$ cat src/rtl/seq_det_pkg.sv
// Shared defaults, mode encodings and width helper for the parameterised
// serial pattern detector.
package seq_det_pkg;

    localparam int unsigned DEF_MAX_LEN = 8;
    localparam int unsigned DEF_CNT_W   = 8;

    localparam logic MODE_MEALY = 1'b0;
    localparam logic MODE_MOORE = 1'b1;
    localparam logic OVL_OFF    = 1'b0;
    localparam logic OVL_ON     = 1'b1;

    // Bits needed to hold a pattern length in 0..max_len.
    function automatic int unsigned LEN_W(input int unsigned max_len);
        return $clog2(max_len + 1);
    endfunction

endpackage

$ cat src/rtl/seq_det_sat_cnt.sv
// Saturating up-counter: counts inc pulses and sticks at all-ones.
module seq_det_sat_cnt #(
    parameter int unsigned W = 8
) (
    input  logic         clk,
    input  logic         rst,
    input  logic         inc,
    output logic [W-1:0] cnt
);

    logic [W-1:0] cnt_q;
    logic [W-1:0] cnt_d;

    always_comb begin
        cnt_d = cnt_q;
        if (inc && (cnt_q != '1)) begin
            cnt_d = cnt_q + W'(1);
        end
    end

    always_ff @(posedge clk) begin
        if (!rst) begin
            cnt_q <= '0;
        end else begin
            cnt_q <= cnt_d;
        end
    end

    assign cnt = cnt_q;

endmodule

$ cat src/rtl/seq_det_param.sv
// Runtime-configurable serial pattern detector with overlap / non-overlap
// matching, Mealy or Moore pulse timing and a saturating match counter.
module seq_det_param
    import seq_det_pkg::*;
#(
    parameter int unsigned MAX_LEN = DEF_MAX_LEN,
    parameter int unsigned CNT_W   = DEF_CNT_W
) (
    input  logic                      clk,
    input  logic                      rst,
    input  logic                      in_seq,
    input  logic                      in_valid,
    input  logic                      cfg_load,
    input  logic [MAX_LEN-1:0]        cfg_pat,
    input  logic [LEN_W(MAX_LEN)-1:0] cfg_len,
    input  logic                      cfg_overlap,
    input  logic                      cfg_moore,
    output logic                      det_out,
    output logic [CNT_W-1:0]          match_cnt,
    output logic                      cfg_err
);

    localparam int unsigned LW = LEN_W(MAX_LEN);
    localparam int unsigned WW = MAX_LEN + 1;

    logic [MAX_LEN-1:0] pat_q,  pat_d;
    logic [MAX_LEN-1:0] hist_q, hist_d;
    logic [LW-1:0]      len_q,  len_d;
    logic [LW-1:0]      fill_q, fill_d;
    logic               ovl_q,  ovl_d;
    logic               moore_q, moore_d;
    logic               err_q,  err_d;
    logic               det_q,  det_d;

    logic [WW-1:0]      window_c;
    logic [WW-1:0]      mask_c;
    logic               fill_ok_c;
    logic               len_legal_c;
    logic               hit_c;

    // Compare the newest len_q bits (history plus the incoming bit) to the pattern.
    always_comb begin
        mask_c = '0;
        for (int i = 0; i < int'(WW); i++) begin
            mask_c[i] = (i < int'(len_q));
        end
        window_c    = {hist_q, in_seq};
        fill_ok_c   = (int'(fill_q) + 1) >= int'(len_q);
        len_legal_c = (int'(cfg_len) >= 2) && (int'(cfg_len) <= int'(MAX_LEN));
        hit_c       = rst && in_valid && !cfg_load && !err_q && fill_ok_c
                      && (((window_c ^ {1'b0, pat_q}) & mask_c) == '0);
    end

    always_comb begin
        pat_d   = pat_q;
        len_d   = len_q;
        ovl_d   = ovl_q;
        moore_d = moore_q;
        err_d   = err_q;
        hist_d  = hist_q;
        fill_d  = fill_q;
        det_d   = hit_c;
        if (cfg_load) begin
            // A load takes priority over a coincident data bit, which is dropped.
            pat_d   = cfg_pat;
            len_d   = cfg_len;
            ovl_d   = cfg_overlap;
            moore_d = cfg_moore;
            err_d   = !len_legal_c;
            hist_d  = '0;
            fill_d  = '0;
            det_d   = 1'b0;
        end else if (in_valid) begin
            hist_d = window_c[MAX_LEN-1:0];
            if (hit_c && (ovl_q == OVL_OFF)) begin
                fill_d = '0;
            end else if (int'(fill_q) < int'(MAX_LEN)) begin
                fill_d = fill_q + LW'(1);
            end
        end
    end

    always_ff @(posedge clk) begin
        if (!rst) begin
            pat_q   <= '0;
            len_q   <= '0;
            ovl_q   <= OVL_ON;
            moore_q <= MODE_MEALY;
            err_q   <= 1'b1;
            hist_q  <= '0;
            fill_q  <= '0;
            det_q   <= 1'b0;
        end else begin
            pat_q   <= pat_d;
            len_q   <= len_d;
            ovl_q   <= ovl_d;
            moore_q <= moore_d;
            err_q   <= err_d;
            hist_q  <= hist_d;
            fill_q  <= fill_d;
            det_q   <= det_d;
        end
    end

    // Moore pulses come from the register; Mealy pulses are the live hit.
    assign det_out = rst && ((moore_q == MODE_MOORE) ? det_q : hit_c);
    assign cfg_err = err_q;

    seq_det_sat_cnt #(
        .W (CNT_W)
    ) u_cnt (
        .clk (clk),
        .rst (rst),
        .inc (hit_c),
        .cnt (match_cnt)
    );

endmodule

$ cat config.mk
export PLATFORM = sky130hd
export DESIGN_NAME = seq_det_param
export DESIGN_NICKNAME = d
export VERILOG_FILES = /design/src/rtl/seq_det_pkg.sv /design/src/rtl/seq_det_sat_cnt.sv /design/src/rtl/seq_det_param.sv
export SDC_FILE = /design/constraint.sdc
export NUM_CORES = 1
export LEC_CHECK = 0
export ABC_AREA = 1
export CAP_MARGIN = 0
export CORE_ASPECT_RATIO = 0.8
export CORE_MARGIN = 10
export CORE_UTILIZATION = 57
export DETAILED_ROUTE_END_ITERATION = 16
export PLACE_DENSITY = 0.84
export SETUP_SLACK_MARGIN = 0.05
export SLEW_MARGIN = 10
export SYNTH_ARGS = -nofsm -noshare
export SYNTH_HDL_FRONTEND = slang
export SYNTH_HIERARCHICAL = 1
export SYNTH_SLANG_ARGS = --single-unit
$ cat constraint.sdc
create_clock -name clk -period 4.48 [get_ports clk]
set_clock_uncertainty 0.15 [all_clocks]
set_input_delay 0.896 -clock clk [delete_from_list [all_inputs] [get_ports clk]]
set_output_delay 0.896 -clock clk [all_outputs]
set_load 0.005 [all_outputs]
After elaboration in Yosys (flattened, before gate mapping) --
Cells that the tools add are included.
Operators by class: $add $sub $neg 3, magnitude comparators 13, eq/ne operators 1, multiplexer cells 3, bitwise logic cells 4, reduce and logical (&&, ||, !) cells 16
Operator list (number):
- < comparator 3 x 4 -> 1 bit (first input constant) | 4
- AND 9 bit | 1
- logical AND 1 bit | 9
- logical NOT 9 bit | 1
- XOR 9 x 8 -> 9 bit | 1
- adder 8 x 1 -> 8 bit (second input constant) | 1
- < comparator 1 x 4 -> 1 bit (first input constant) | 2
- < comparator 2 x 4 -> 1 bit (first input constant) | 2
- two-way mux 4 bit | 2
- inequality test 8 bit (second input constant) | 1
- adder 4 x 1 -> 5 bit (second input constant) | 1
- >= comparator 5 x 4 -> 1 bit | 1
- adder 4 x 1 -> 4 bit (second input constant) | 1
- >= comparator 4 x 2 -> 1 bit (second input constant) | 1
- less-or-equal comparator 4 bit (second input constant) | 1
- < comparator 4 bit (first input constant) | 1
- < comparator 4 bit (second input constant) | 1
- logical NOT 1 bit | 3
- inverter 1 bit | 2
- AND reduction 2 bit | 1
- nonzero test 2 bit | 1
- OR reduction 2 bit | 1
- two-way mux 1 bit | 1
Word-level totals: bits in registers 36, input bits 19, output and inout bits 10, logic and storage cells 49

Longest topological paths before layout --
Gate-level depths: netlist (run 1).
depth in word-level cells 8, depth in mapped cells 16, mapped depth without buffers 16

By module --
Netlist (run 1), hierarchy kept.
By module, submodules not included:
- seq_det_param | instances 1, cells each 198, area each 1365.1 um^2, sequential area each 560.5 um^2
- seq_det_sat_cnt | instances 1, cells each 76, area each 496.7 um^2, sequential area each 160.2 um^2

Worst setup path after synthesis (run 1) --
No wires, ideal clock.
path type input to output, from input port cfg_load, to output port det_out, arrival 1.576 ns, required time 3.434 ns, path slack 1.858 ns, stages 5, path buffers 0, cell sequence nor3_1 nand2_1 nor3_2 nand3_1 a21oi_1
On the way: longest elaborated chain between the ends 7
RTL lines:
- start: declaration | line seq_det_param.sv:13 | input logic cfg_load,
- logical NOT 1 bit | line seq_det_param.sv:50 | hit_c = rst && in_valid && !cfg_load && !err_q && fill_ok_c
- logical AND 1 bit (3 in a row) | line seq_det_param.sv:50
- logical AND 1 bit | line seq_det_param.sv:51 | && (((window_c ^ {1'b0, pat_q}) & mask_c) == '0);
- two-way mux 1 bit | line seq_det_param.sv:106 | assign det_out = rst && ((moore_q == MODE_MOORE) ? det_q : hit_c);
- logical AND 1 bit | line seq_det_param.sv:106
- end: declaration | line seq_det_param.sv:18 | output logic det_out,
Every way passes these cells.

Final worst setup path (run 1) --
from input port in_valid, to output port det_out
On the way: longest elaborated chain between the ends 7
RTL lines:
- start: declaration | line seq_det_param.sv:12 | input logic in_valid,
- logical AND 1 bit (4 in a row) | line seq_det_param.sv:50
- logical AND 1 bit | line seq_det_param.sv:51
- two-way mux 1 bit | line seq_det_param.sv:106
- logical AND 1 bit | line seq_det_param.sv:106
Every way passes these cells.

==> metrics.txt, run 1 <==
status finished, final reports clean; Final Cycle Share 0.837; syn nets 299; Pwr Density 290 nW/um^2; WP data required 3.43 ns; number of H-tree levels 2; sequential area share after synthesis 0.387; total grt overflow 0; Port Buf Inserts 28; reg2reg setup slack 1.91 ns; endpoints failing setup 0; commonest non-fill, non-tap cell in the layout nand2_1; Worst Setup SP in_valid; Setup Fix Bufs, Post-CTS 0; Site Rows 18; drt wl/cell 11.5 um; Total Neg Setup Slack 0 ns; CP Data Arrival Time 2.71 ns; GRT Total Usage 0.142; leakage power 1.03 nW; area of the multi-input gates 927 sq um; Nets 330; Synth Warn # 6; ANT nets after route 0; antenna violations before repair 0; worst path cell trace clkdlybuf4s50_1 -> nand2_1 -> nor3_1 -> nand2_1 -> nor3_2 -> nand3_1 -> a21oi_1 -> clkdlybuf4s50_1; Clock Tree Buf Depth 2; Hold Crit Class flip-flop to flip-flop; critical path capture point type primary output; Hold Path Cell Cnt 2; Num CTS Buffers 5; CTS tree done; post-synth cell types 27; Fin. Hold Viols 0; synthesis-stage register bit count 36; Critical R2R Launch fill_q[0]; Worst Setup Start Kind primary input; Mapped Cells 274; first-pass GRT wire length 7070 um; Crit-path slowest cell clkdlybuf4s50_1; Worst path max stage delay 0.52 ns; CORE AREA 3110 sq um; Detailed Routing Iterations Pass 1 4; Initial Util 0.599; clock tree sinks 36; ant diodes 0; Max-cap violations 0; Overall Power 0.000655 W; initial detailed-routing violation count 137; Area growth syn-to-layout 21.1%; unrepaired setup endpoints after global routing false; # IOs 29; fmax 267 MHz; minimum clock period 3.75 ns; CP max FO 3; register area 721 sq um; cell depth of the worst flop-to-flop path 14; Die Area 5970 sq um; Routed WL 3990 um; Slew HR 0.707; Worst-Margin Slew 0.439 ns; cts repair resizes 0; DR vias 1,719; reg-to-reg endpoint u_cnt/cnt[3]; layout cells sized above 1 0.0686; routability cong. 0.829; die height 71.1 um; # DRC 0; Hold EP hist_q[6]; clk slew on worst S/H paths 0.06 ns; Via-to-Cell Ratio 4.97; Synth Area per Inst 6.79 sq um; maximum vdd drop 188 uV; hold_buf cts 0; WP buf/inv 2; worst hold path startpoint hist_q[5]; largest net degree at the start of global routing 15; clk root buf clkbuf_8; CP top delay family buffers and inverters; most frequent cells in the layout 79 x nand2_1, 42 x inv_1, 36 x dfxtp_1, 28 x clkdlybuf4s50_1, 27 x nor2_1; Worst-Skew Late Latency 0.29 ns; HPWL after DPL 3100 um; layout filler cell count 268; Slew Limit Fails 0; vias in the first global route 1,578; Synth Cell Area 1860 sq um; critical path class primary input to primary output; post-layout utilization of the core 0.725; Die Wd 83.9 um
how the worst max path moves through the flow:
stage	endpoint	slack (ns)	cells after the start
final	det_out	0.73	8
after global routing	det_out	0.57	8
after CTS	det_out	0.72	8
after detailed placement	det_out	0.73	8
after global placement	det_out	0.79	8
after floorplan	det_out	1.86	5
layer usage:
| layer | track usage | vias to the layer above | part of all wire |
|---|---|---|---|
| met3 | 0.0595 | 7 | 0.081 |
| met1 | 0.191 | 738 | 0.52 |
| met2 | 0.196 | 56 | 0.39 |
| li1 | - | 918 | - |
| met5 | 0 | - | 0 |
| met4 | 0.0482 | 0 | 0.013 |
where the power goes:
part / leakage [nW] / switching (W) / internal, W
logic: 0.690 / 0.0000430 / 0.0000372
clock network: 0.0510 / 0.000112 / 0.000123
registers: 0.294 / 0.00000807 / 0.000331
total: 1.03 / 0.000163 / 0.000491
final cells by class:
type | instances | area share
well taps | 40 | 0.0222
flip-flops and latches | 36 | 0.320
inverters | 43 | 0.0716
repair buffers | 31 | 0.134
multi-input cells | 188 | 0.411
clock buffers | 6 | 0.0366
clock inverters | 2 | 0.00444
logic make-up (layout without fill, tap and decap cells):
kind of cell | after synthesis | in the layout | synth area share
AND/OR/NAND/NOR | 135 | 135 | 0.308
buffers and inverters | 50 | 82 | 0.115
AO/OA/AOI/OAI | 40 | 40 | 0.115
flip-flops | 36 | 36 | 0.387
adder cells (fa/ha/maj) | 6 | 6 | 0.0403
XOR/XNOR | 5 | 5 | 0.0235
multiplexers | 2 | 2 | 0.0114
worst min-delay path, stage by stage (launching register included):
cell,delay [ns]
dfxtp_1,0.31
inv_1,0.06
a21oi_1,0.06
Yosys cell counts (all sizes together):
library cell / number / area [sq um]
ha: 6 / 75.1
buf: 4 / 41.3
mux2i: 1 / 10.0
mux2: 1 / 11.3
inv: 43 / 161
xor2: 4 / 35.0
o21ai: 20 / 100
clkbuf: 3 / 11.3
a22o: 2 / 17.5
nand3b: 2 / 15.0
nor3: 2 / 15.0
xnor2: 1 / 8.76
o22a: 1 / 8.76
dfxtp: 36 / 721
nor2: 31 / 126
nand4: 3 / 18.8
nand3: 17 / 95.1
a21o: 1 / 7.51
nand2: 80 / 303
a21oi: 16 / 80.1
flip-flops by register name, indices dropped and copies added, names as in the netlist:
register,flops
det_q,1
cfg_err,1
u_cnt/cnt,8
moore_q,1
fill_q,4
len_q,4
ovl_q,1
hist_q,8
pat_q,8
metrics by stage:
stage               hold slack [ns]  cells  worst slack (ns)  cell area (sq um)
finish                        0.328    346             0.729               2250
global route                  0.350    346             0.575               2250
CTS                           0.330    346             0.721               2250
detailed placement            0.319    338             0.727               2160
global placement              0.311    338             0.795               2160
floorplan                     0.300    274              1.86               1860
Note: power is estimated with default switching activity, not from simulation.
==> run 2: changes to the inputs <==
Settings changed: CORE_UTILIZATION 57 to 48, PLACE_DENSITY 0.84 to 0.75.
Clock period 4.48 ns to 3.3 ns, I/O delays scaled along.
==> metrics.txt, run 2 (synthesis gave the netlist of run 1 again) <==
# DRC 0 (unchanged); commonest non-fill, non-tap cell in the layout nand2_1 (unchanged); maximum vdd drop 290 uV (was 188 uV); WP data required 2.49 ns (was 3.43 ns); clock tree sinks 36 (unchanged); layout filler cell count 368 (was 268); Routed WL 4170 um (was 3990 um); worst hold path startpoint u_cnt/cnt[6] (was hist_q[5]); Detailed Routing Iterations Pass 1 4 (unchanged); minimum clock period 3.02 ns; leakage power 1.04 nW (was 1.03 nW); drt wl/cell 11.5 um (about the same); DR vias 1,692 (was 1,719); Clock Tree Buf Depth 2 (unchanged); Fin. Hold Viols 0 (unchanged); total grt overflow 0 (unchanged); Final Cell Area 2280 sq um (was 2250 sq um); unrepaired setup endpoints after global routing false (unchanged); Clock power frac 0.360 (was 0.359); routability cong. 0.818 (was 0.829); Worst-Margin Slew 0.466 ns (was 0.439 ns); Worst-Skew Late Latency 0.29 ns (about the same); Seq pwr share 0.518 (was 0.519); Worst path max stage delay 0.35 ns (was 0.52 ns); register area 721 sq um (unchanged); Area growth syn-to-layout 22.3% (was 21.1%); layout cells sized above 1 0.0651 (was 0.0686); Final Cycle Share 0.915; clk slew on worst S/H paths 0.06 ns (about the same); CP endpoint det_out (unchanged); fmax 331 MHz; Pwr Density 391 nW/um^2 (was 290 nW/um^2); reg2reg setup slack 0.68 ns (was 1.91 ns); Die Area 6790 sq um (was 5970 sq um); CP Data Arrival Time 2.21 ns (was 2.71 ns); largest net degree at the start of global routing 15 (unchanged); critical path capture point type primary output (unchanged); antenna violations before repair 0 (unchanged); Worst Setup SP fill_q[0] (was in_valid); area of the multi-input gates 927 sq um (unchanged); Num CTS Buffers 5 (unchanged); HPWL after DPL 3190 um (was 3100 um); CP max FO 4 (was 3); Via-to-Cell Ratio 4.67 (was 4.97); reg-to-reg endpoint u_cnt/cnt[4] (was u_cnt/cnt[3]); Net Switching 0.000219 W (was 0.000163 W); Slew HR 0.689 (was 0.707); Worst Setup Start Kind flip-flop (was primary input); Site Rows 20 (was 18); Critical R2R Launch fill_q[0] (unchanged); Sw Share 0.247 (was 0.250); Hold Crit Class flip-flop to flip-flop (unchanged); Initial Util 0.493 (was 0.599); cell depth of the worst flop-to-flop path 15 (was 14); ant diodes 0 (unchanged); Cell Int Power 0.000670 W (was 0.000491 W); Logic pwr share 0.122 (about the same); Die Wd 89.6 um (was 83.9 um); status finished, final reports clean (unchanged); Total Neg Setup Slack 0 ns (unchanged); endpoints failing setup 0 (unchanged); CORE AREA 3780 sq um (was 3110 sq um); most frequent cells in the layout 79 x nand2_1, 42 x inv_1, 36 x dfxtp_1, 27 x nor2_1, 27 x clkdlybuf4s50_1 (was 79 x nand2_1, 42 x inv_1, 36 x dfxtp_1, 28 x clkdlybuf4s50_1, 27 x nor2_1); Crit-path slowest cell dfxtp_1 (was clkdlybuf4s50_1); GRT Total Usage 0.130 (was 0.142); clk root buf clkbuf_8 (unchanged); Slew Limit Fails 0 (unchanged); die height 75.7 um (was 71.1 um); CTS tree done (unchanged); number of H-tree levels 2 (unchanged); Port Buf Inserts 28 (unchanged); first-pass GRT wire length 6820 um (was 7070 um); ANT nets after route 0 (unchanged); placed cell areas 2190 sq um (was 2160 sq um); hold_buf cts 0 (unchanged); Max-cap violations 0 (unchanged); Nets 331 (was 330); cts repair resizes 1 (was 0); vias in the first global route 1,512 (was 1,578); # IOs 29 (unchanged); critical path class flip-flop to primary output (was primary input to primary output); worst path cell trace ha_1 -> xor2_1 -> ha_1 -> nand2_1 -> nor2_1 -> nand2_1 -> nand4_1 -> nand3_1 -> a21oi_1 -> dlygate4sd2_1 (was clkdlybuf4s50_1 -> nand2_1 -> nor3_1 -> nand2_1 -> nor3_2 -> nand3_1 -> a21oi_1 -> clkdlybuf4s50_1); Setup Fix Bufs, Post-CTS 0 (unchanged); initial detailed-routing violation count 91 (was 137)
-- run 2: cell count changes in the layout (fill, tap and decap cells not counted) --
cell,before,now
buf_4,3,4
clkinv_2,2,0
clkbuf_1,0,2
dlygate4sd2_1,0,1
clkdlybuf4s50_1,28,27
-- run 2: how the worst min path moves through the flow --
stage	end	slack, ns	depth (start not counted)
after floorplan	ovl_q	0.30	1
final	u_cnt/cnt[6]	0.33	2
after global placement	ovl_q	0.31	1
after detailed placement	ovl_q	0.32	1
after CTS	ovl_q	0.33	1
after global routing	hist_q[7]	0.36	2
-- run 2: per-stage QoR --
| stage | util | total power, W | hold WS [ns] | worst slack (ns) | instances |
|---|---|---|---|---|---|
| after floorplan | - | 0.000534 | 0.300 | 0.946 | 274 |
| after global placement | 0.579 | 0.000577 | 0.311 | 0.104 | 354 |
| after detailed placement | 0.579 | 0.000580 | 0.320 | 0.0724 | 354 |
| after CTS | 0.603 | 0.000898 | 0.334 | 0.260 | 362 |
| after global routing | 0.603 | 0.000927 | 0.359 | 0.109 | 362 |
| final | 0.603 | 0.000890 | 0.328 | 0.282 | 362 |
-- run 2: power by group through the flow --
| stage | sequential (W) | clock [W] | combinational, W |
|---|---|---|---|
| after detailed placement | 0.000471 | 0 | 0.000109 |
| final | 0.000461 | 0.000320 | 0.000108 |
| after floorplan | 0.000468 | 0 | 0.0000656 |
| after global placement | 0.000470 | 0 | 0.000107 |
| after CTS | 0.000461 | 0.000327 | 0.000109 |
| after global routing | 0.000463 | 0.000342 | 0.000123 |
-- run 2: metal layers --
layer,wire length (um),up-vias,track usage,share of wire
met5,0,-,0,0
met4,88,0,0.0687,0.021
met3,329,7,0.0363,0.079
met2,1660,42,0.185,0.40
met1,2090,725,0.174,0.50
li1,-,918,-,-
-- run 2: area by class of cell --
cell class                      instances  area share
Multi-Input combinational cell        188       0.407
Sequential cell                        36       0.316
Timing Repair Buffer                   32       0.136
Inverter                               43      0.0709
Clock buffer                            8      0.0396
Tap cell                               55      0.0302
-- run 2: critical path, delay by kind of cell, from the launching register on --
| family | cells | cell delay [ns] |
|---|---|---|
| fa+ha+maj | 2 | 0.56 |
| buf+inv | 1 | 0.25 |
| compound gates | 1 | 0.13 |
| flops | 1 | 0.35 |
| simple gates | 5 | 0.47 |
| xor+xnor | 1 | 0.16 |
